--- config.mk ---
export PLATFORM = sky130hd
export DESIGN_NAME = acia_tx_arbiter
export DESIGN_NICKNAME = d
export VERILOG_FILES = /design/src/rtl/acia_tx_arbiter.sv
export SDC_FILE = /design/constraint.sdc
export NUM_CORES = 1
export LEC_CHECK = 0
export ABC_AREA = 0
export BUFFER_PORTS_ARGS = -buffer_cell sky130_fd_sc_hd__buf_4
export CAP_MARGIN = 20
export CORE_MARGIN = 2
export CORE_UTILIZATION = 42
export CTS_CLUSTER_DIAMETER = 50
export DETAILED_ROUTE_END_ITERATION = 16
export PLACE_DENSITY_LB_ADDON = 0.3
export SLEW_MARGIN = 20
export SYNTH_ARGS = -nofsm -noshare
export SYNTH_HDL_FRONTEND = slang
export SYNTH_SLANG_ARGS = --single-unit
--- constraint.sdc ---
create_clock -name clk_i -period 1.35 [get_ports clk_i]
set_clock_uncertainty 0.05 [all_clocks]
set_input_delay 0.135 -clock clk_i [delete_from_list [all_inputs] [get_ports clk_i]]
set_output_delay 0.135 -clock clk_i [all_outputs]
set_load 0.05 [all_outputs]
--- src/rtl/acia_tx_arbiter.sv ---
`default_nettype none
// ============================================================================
// Module   : acia_tx_arbiter
// Purpose  : Shares the byte-wide return path to the io controller between
//            the ikbd output fifo and the midi output fifo. Pops one byte at
//            a time from a fifo that holds data, tags it with its source and
//            holds it until the io controller acknowledges it. After each
//            acknowledge, GAP_CYCLES idle cycles let the popped fifo's
//            available flag settle before the next grant.
// Ports    : clk_i              system clock, all state changes on posedge
//            reset_i            asynchronous active-high reset
//            ikbd_available_i   ikbd fifo non-empty
//            ikbd_data_i[7:0]   ikbd fifo head byte
//            ikbd_strobe_o      one-cycle pop pulse to ikbd fifo
//            midi_available_i   midi fifo non-empty
//            midi_data_i[7:0]   midi fifo head byte
//            midi_strobe_o      one-cycle pop pulse to midi fifo
//            out_valid_o        out_data_o/out_src_o hold an unacked byte
//            out_data_o[7:0]    byte handed to the io controller
//            out_src_o          0 = ikbd, 1 = midi
//            out_ack_i          io controller consumed the byte (HOLD only)
//            busy_o             high while in HOLD or GAP
// Parameter: GAP_CYCLES         idle cycles after each ack, legal 1..15
// Macro    : ACIA_ARB_IKBD_PRIO_EN  defined -> ikbd has strict priority on
//            ties; undefined (default) -> round-robin on ties.
// Revision : 1.0  initial release
// ============================================================================
module acia_tx_arbiter #(
   parameter int GAP_CYCLES = 1
) (
   input  logic       clk_i,
   input  logic       reset_i,
   input  logic       ikbd_available_i,
   input  logic [7:0] ikbd_data_i,
   output logic       ikbd_strobe_o,
   input  logic       midi_available_i,
   input  logic [7:0] midi_data_i,
   output logic       midi_strobe_o,
   output logic       out_valid_o,
   output logic [7:0] out_data_o,
   output logic       out_src_o,
   input  logic       out_ack_i,
   output logic       busy_o
);

   typedef enum logic [1:0] {
      ST_IDLE = 2'd0,
      ST_HOLD = 2'd1,
      ST_GAP  = 2'd2
   } state_t;

   localparam logic [3:0] GAP_LOAD = 4'(GAP_CYCLES - 1);

   state_t     state_q;
   logic [3:0] gap_cnt_q;
   logic       last_src_q;
   logic       ikbd_strobe_q;
   logic       midi_strobe_q;
   logic       out_valid_q;
   logic [7:0] out_data_q;
   logic       out_src_q;
   logic       busy_q;

   // Source chosen if a grant happens this cycle: 1 = midi, 0 = ikbd.
   logic       sel_midi_d;

   always_comb begin
      sel_midi_d = 1'b0;
`ifdef ACIA_ARB_IKBD_PRIO_EN
      // ikbd always wins a tie; last_src_q is tracked but not consulted.
      sel_midi_d = midi_available_i & ~ikbd_available_i;
`else
      // On a tie, grant the source that was not served last.
      sel_midi_d = midi_available_i & (~ikbd_available_i | ~last_src_q);
`endif
   end

   always_ff @(posedge clk_i or posedge reset_i) begin
      if (reset_i) begin
         state_q       <= ST_IDLE;
         gap_cnt_q     <= 4'd0;
         last_src_q    <= 1'b1;   // midi, so ikbd wins the first tie
         ikbd_strobe_q <= 1'b0;
         midi_strobe_q <= 1'b0;
         out_valid_q   <= 1'b0;
         out_data_q    <= 8'h00;
         out_src_q     <= 1'b0;
         busy_q        <= 1'b0;
      end else begin
         // Strobes are single-cycle: only the granting edge raises one.
         ikbd_strobe_q <= 1'b0;
         midi_strobe_q <= 1'b0;
         case (state_q)
            ST_IDLE: begin
               if (ikbd_available_i | midi_available_i) begin
                  out_data_q    <= sel_midi_d ? midi_data_i : ikbd_data_i;
                  out_src_q     <= sel_midi_d;
                  ikbd_strobe_q <= ~sel_midi_d;
                  midi_strobe_q <= sel_midi_d;
                  out_valid_q   <= 1'b1;
                  last_src_q    <= sel_midi_d;
                  busy_q        <= 1'b1;
                  state_q       <= ST_HOLD;
               end
            end
            ST_HOLD: begin
               // out_data_q/out_src_q intentionally keep their values.
               if (out_ack_i) begin
                  out_valid_q <= 1'b0;
                  gap_cnt_q   <= GAP_LOAD;
                  state_q     <= ST_GAP;
               end
            end
            ST_GAP: begin
               if (gap_cnt_q == 4'd0) begin
                  busy_q  <= 1'b0;
                  state_q <= ST_IDLE;
               end else begin
                  gap_cnt_q <= gap_cnt_q - 4'd1;
               end
            end
            default: begin
               busy_q  <= 1'b0;
               state_q <= ST_IDLE;
            end
         endcase
      end
   end

   assign ikbd_strobe_o = ikbd_strobe_q;
   assign midi_strobe_o = midi_strobe_q;
   assign out_valid_o   = out_valid_q;
   assign out_data_o    = out_data_q;
   assign out_src_o     = out_src_q;
   assign busy_o        = busy_q;

endmodule
`default_nettype wire

# After elaboration in Yosys (flattened, before gate mapping)
# Index checks and enable logic that the tools add are counted.
# word_totals
output_inout_bits,13
word_cells,49
regBits,20
# classes
add_sub_neg,1
reduce_logical,9
n_eq_ne,6
bitwise_logic,7
mux,17
# op_table
op,count
$reduce_and 3->1,4
$mux 4,2
$mux 8,1
$ne 2x2->1 const B,4
$pmux 4 s2,1
$mux 1,7
$mux 2,3
$pmux 2 s3,1
$logic_not 4->1,1
$not 1->1,4
$reduce_bool 2->1,2
$sub 4x1->4 const B,1
$pmux 1 s3,1
$eq 2x1->1 const B,1
$eq 2x2->1 const B,1
$logic_not 2->1,1
$or 1x1->1,2
$pmux 1 s2,1
$reduce_and 2->1,1
$and 1x1->1,1

# Logic depth before layout (Yosys ltp)
# logic_depth
word_depth,6
ltp_mapped,5

# Worst setup path after synthesis
# OpenSTA, ideal clock, no wires.
# synth_path
path_type,reg-to-reg
startpoint,reg last_src_q
endpoint,reg out_data_q[4] (netlist: out_data_o[4])
setup_time_ns,0.125
arrival_ns,1.215
setup_slack_ns,-0.040
required_time_ns,1.175
stages_incl_launch_ff,4
synth_period_minus_slack_ns,1.390
cell_sequence,dfstp_2 > a21boi_4 > mux2_2 > mux2_2
# synth_between
elab_chain_cells,4
# synth_lines
element,line_no,source
start: declaration,56,logic last_src_q;
start signal: assignment,101,last_src_q <= sel_midi_d;
$not 1->1,74,sel_midi_d = midi_available_i & (~ikbd_available_i | ~last_src_q);
$or 1x1->1,74,
$and 1x1->1,74,
$mux 8,96,out_data_q <= sel_midi_d ? midi_data_i : ikbd_data_i;
end signal: assignment,96,
end: declaration,60,logic [7:0] out_data_q;
# Every way passes these cells.
# A chain may end at the register's enable or synchronous reset.

# Worst setup path after layout
# Ends and elaborated chain as after synthesis.

==> results.md <==
- The final reports fail on negative setup slack.
- In this run the critical register-to-register path is launched from last_src_q.
- In this run the biggest area consumer among cell types represents approximately half of the synthesized area.
- The slew at the pin closest to its max-slew limit is 0.358 ns.
- The fraction of layout cells with a size suffix above 1 is between 60% and 70%.
- The final setup slack of the worst path is -0.107 ns.
- The most used flip-flop cell after synthesis is sky130_fd_sc_hd__dfrtp_1.
- Once layout is complete, the utilization of the core stands at a little under three quarters.
- The pin count of the biggest net entering global routing is 21.
- The die is roughly 51 um wide.
- The leftover overflow at the end of global routing is 0.
- The congestion estimate from routability-driven global placement came to 0.735.
- The largest single stage delay on the critical path is around 0.42 ns.
- The cell area after placement is between 0.001 and 0.0015 sq mm.
- The cell count after synthesis is between 70 and 80.
- The number of vias in the routed layout is approximately 740.
- The later pin in the worst-skew pair is clocked with a latency of around 0.30 ns.
- The total die area is approximately 0.0026 sq mm.
- The TritonCTS buffer count is 3.
- The post-detailed-route DRC marker count is 0.
- Sorting the synthesized cells by area gives the leading types as sky130_fd_sc_hd__dfrtp_1 51%, sky130_fd_sc_hd__mux2_2 19%, sky130_fd_sc_hd__dfstp_2 2.8%, sky130_fd_sc_hd__ha_1 2.7%, sky130_fd_sc_hd__inv_1 2.4%.
- Once the floorplan was initialized, standard cells occupied a little under half of the core.
- Derived from the worst setup path, the maximum achievable clock frequency is a little under 700 MHz.
- The register-to-register setup slack is -0.11 ns.
- The worst pin sits at a relative slew slack of roughly 76%.
- In this run the remaining antenna-violating nets after routing total 0.
- The hold violation count in the final report came to 0.
- Counting every net in the synthesized netlist gives 95.
- Dividing the detail-routed via count by the number of cells gives between 5 and 6.
- Following the worst setup path forward leads to its endpoint at out_data_o[4].
- Among the stages of the critical path, the cell type that occurs most often is sky130_fd_sc_hd__mux2_2.
- The highest net fanout along the worst path is 5.
- The time the worst path needs with I/O delays and setup is 1.46 ns.
- A synthesized cell averages between 10 and 15 sq um.
- Dividing total power by cell area gives a power density of between 2000 and 3000 mW/mm^2.
- The flow ran to the end, but the final reports show violations.
- Power comes to 0.00364 W.
- The final clock period utilization by the worst path is 108%.
- Setup repair after global routing could not meet its margin everywhere.
- The commonest non-fill, non-tap cell in the layout is sky130_fd_sc_hd__buf_4.
- The number of cells on the worst reg-to-reg path is 3.
- The min-delay analysis places its worst path in the category in2reg.
- Clock-pin slew was measured on the worst setup and hold paths at ~0.1 ns.
- The total area inside the core boundary comes to between 0.002 and 0.0025 sq mm.
- The first global-routing pass estimated about 3100 um of wire.
- The initial antenna violation count is 0.
- The count of buffering cells on the critical path with inverters included is 0.
- The cell chosen for the clock root is sky130_fd_sc_hd__clkbuf_4.
- The critical setup path kind is reg2reg.
- In this run the critical register-to-register path is captured at out_data_o[4].
- The average wire length per cell after detail routing is around 15 um.
- The share of the yosys chip area belonging to registers is 54.3%.
- The data arrival time of the worst path is between 1.5 and 2 ns.
- After the first detailed-routing iteration, the DRC count stood at 8.
- The most area-hungry cell type in the Yosys netlist is sky130_fd_sc_hd__dfrtp_1.
- The number of antenna diodes in the final layout is 0.
- The setup-violating endpoint count in the final report is 9.
- The cell with the biggest individual delay on the critical path is sky130_fd_sc_hd__dfstp_2.
- The fraction of registers with async set or reset after synthesis is 100%.
- Yosys printed 0 warnings.
- Across the run, the number of max-cap violations was 0.
- CTS saw 20 sinks.
- The critical path crosses 3 cells after its start point.
- The longest clock path from root to sink contains 2 buffers.
- The post-detailed-placement half-perimeter wirelength is ~1400 um.
- Broken down by cell family, the worst path's largest delay share belongs to multiplexers.
- After synthesis the cells add up to just over 900 sq um.
- The CTS tree is built.
- The most critical setup path has its startpoint at last_src_q.
- The post-route cell area is about 0.0014 sq mm.
- The netlist uses 28 different library cells.
- Global routing used 16.0% of the available tracks.
- The worst setup path is captured at a register.
- Pin placement for this block handled 34 I/O pins.
- The number of global-route vias before repair is roughly 700.
- In the layout the commonest cells are 42 x sky130_fd_sc_hd__buf_4, 18 x sky130_fd_sc_hd__dfrtp_1, 14 x sky130_fd_sc_hd__mux2_2.
- Yosys mapped a number of flops with a built-in enable equal to 0.
- The final max-slew violation count is 0.
- Walking the worst path, the cells encountered are a21boi_4 -> mux2_2 -> mux2_2.
- The floorplan step set the die height to around 51 um.
- VDD sags by at most 1.39 mV.
- The static power due to leakage is ~0.68 nW.
- STA classifies the critical path startpoint as a register.
- Synthesis inferred 20 register bits.
- For the final routed database, the setup TNS stands at -0.689 ns.
- STA puts the critical path data required time at roughly 1.5 ns.
- In this run the number of H-tree levels came out at 1.
- The final net count is ~150.
- The length of the first detailed-routing pass in iterations is 4.
- The total number of placement rows is 16.
- The total wire length after detailed routing is about 2300 um.
- Relative to the synthesized area, the layout overhead comes to 55.8%.
- During placement, the flow inserted port buffers numbering 33.
==> worst min path at each step <==
stage | start | end | slack (ns) | cells past startpoint
6_report | midi_available_i | last_src_q | 0.09 | 3
3_3_place_gp | reset_i | out_data_o[7] | 0.13 | 3
2_1_floorplan | reset_i | busy_o | 0.05 | 1
3_5_place_dp | reset_i | out_data_o[7] | 0.13 | 3
4_1_cts | midi_available_i | last_src_q | 0.07 | 3
5_1_grt | midi_available_i | last_src_q | 0.1 | 3
==> routing by layer <==
| metal | wire length, um | vias up | GRT usage, % |
|---|---|---|---|
| li1 | - | 355 | - |
| met1 | 895 | 365 | 19.8 |
| met2 | 1250 | 22 | 28.8 |
| met3 | 110 | 2 | 2.63 |
| met4 | 19 | 0 | 4.05 |
| met5 | 0 | - | 0 |
==> registers in the layout, summed over array words and instances (netlist names) <==
signal / cells
gap_cnt_q: 4
ikbd_strobe_o: 1
last_src_q: 1
out_data_o: 8
state_q: 2
out_src_o: 1
out_valid_o: 1
busy_o: 1
midi_strobe_o: 1
==> cell type report <==
type	count	area, sq um
inverter	6	22.5
sequential	20	503
tap	27	33.8
timing repair buffer	45	345
multi-input combinational	46	509
clock buffer	4	26.3
fill	142	582
==> cells by family after synthesis <==
group / synth area share (%)
AOI/OAI and AO/OA: 11.1
and+or+nand+nor: 7.44
adders and majority gates: 2.71
DFF: 54.3
buffers and inverters: 2.98
xor gates and xnor gates: 0.947
muxes: 20.6
==> power breakdown <==
part / total, W / switching [W] / internal [W] / leakage (nW)
logic: 0.00221 / 0.00129 / 0.000924 / 0.421
registers: 0.00114 / 0.000251 / 0.000890 / 0.243
clock network: 0.000289 / 0.000174 / 0.000115 / 0.0150
total: 0.00364 / 0.00171 / 0.00193 / 0.679
==> tightest hold or removal path, stage by stage <==
cell                      delay (ns)
sky130_fd_sc_hd__buf_4          0.13
sky130_fd_sc_hd__a21oi_1        0.12
sky130_fd_sc_hd__a31oi_1        0.05
==> cell usage after synthesis, types with 2 or more instances <==
cell type	n
sky130_fd_sc_hd__dfrtp_1	19
sky130_fd_sc_hd__mux2_2	16
sky130_fd_sc_hd__inv_1	6
sky130_fd_sc_hd__o31ai_1	3
sky130_fd_sc_hd__ha_1	2
sky130_fd_sc_hd__nand2_1	2
sky130_fd_sc_hd__nand2b_1	2
sky130_fd_sc_hd__o21ai_0	2
==> timing repair <==
action,4_1_cts,5_1_grt
buffers inserted,0,1
gates resized for setup,9,13
gates cloned,1,0
hold buffers,3,0
endpoints found under the setup margin,13,13
hold endpoints to repair,21,0
pin swaps,1,3
==> metrics by stage <==
stage / setup slack [ns] / hold WS, ns / cells
6_report: -0.107 / 0.0912 / 148
3_5_place_dp: -0.177 / 0.127 / 139
2_1_floorplan: -0.0397 / 0.0481 / 72
4_1_cts: -0.112 / 0.0690 / 147
3_3_place_gp: -0.118 / 0.131 / 139
5_1_grt: -0.139 / 0.0998 / 148
No activity file was read; power rests on OpenSTA's default activity.
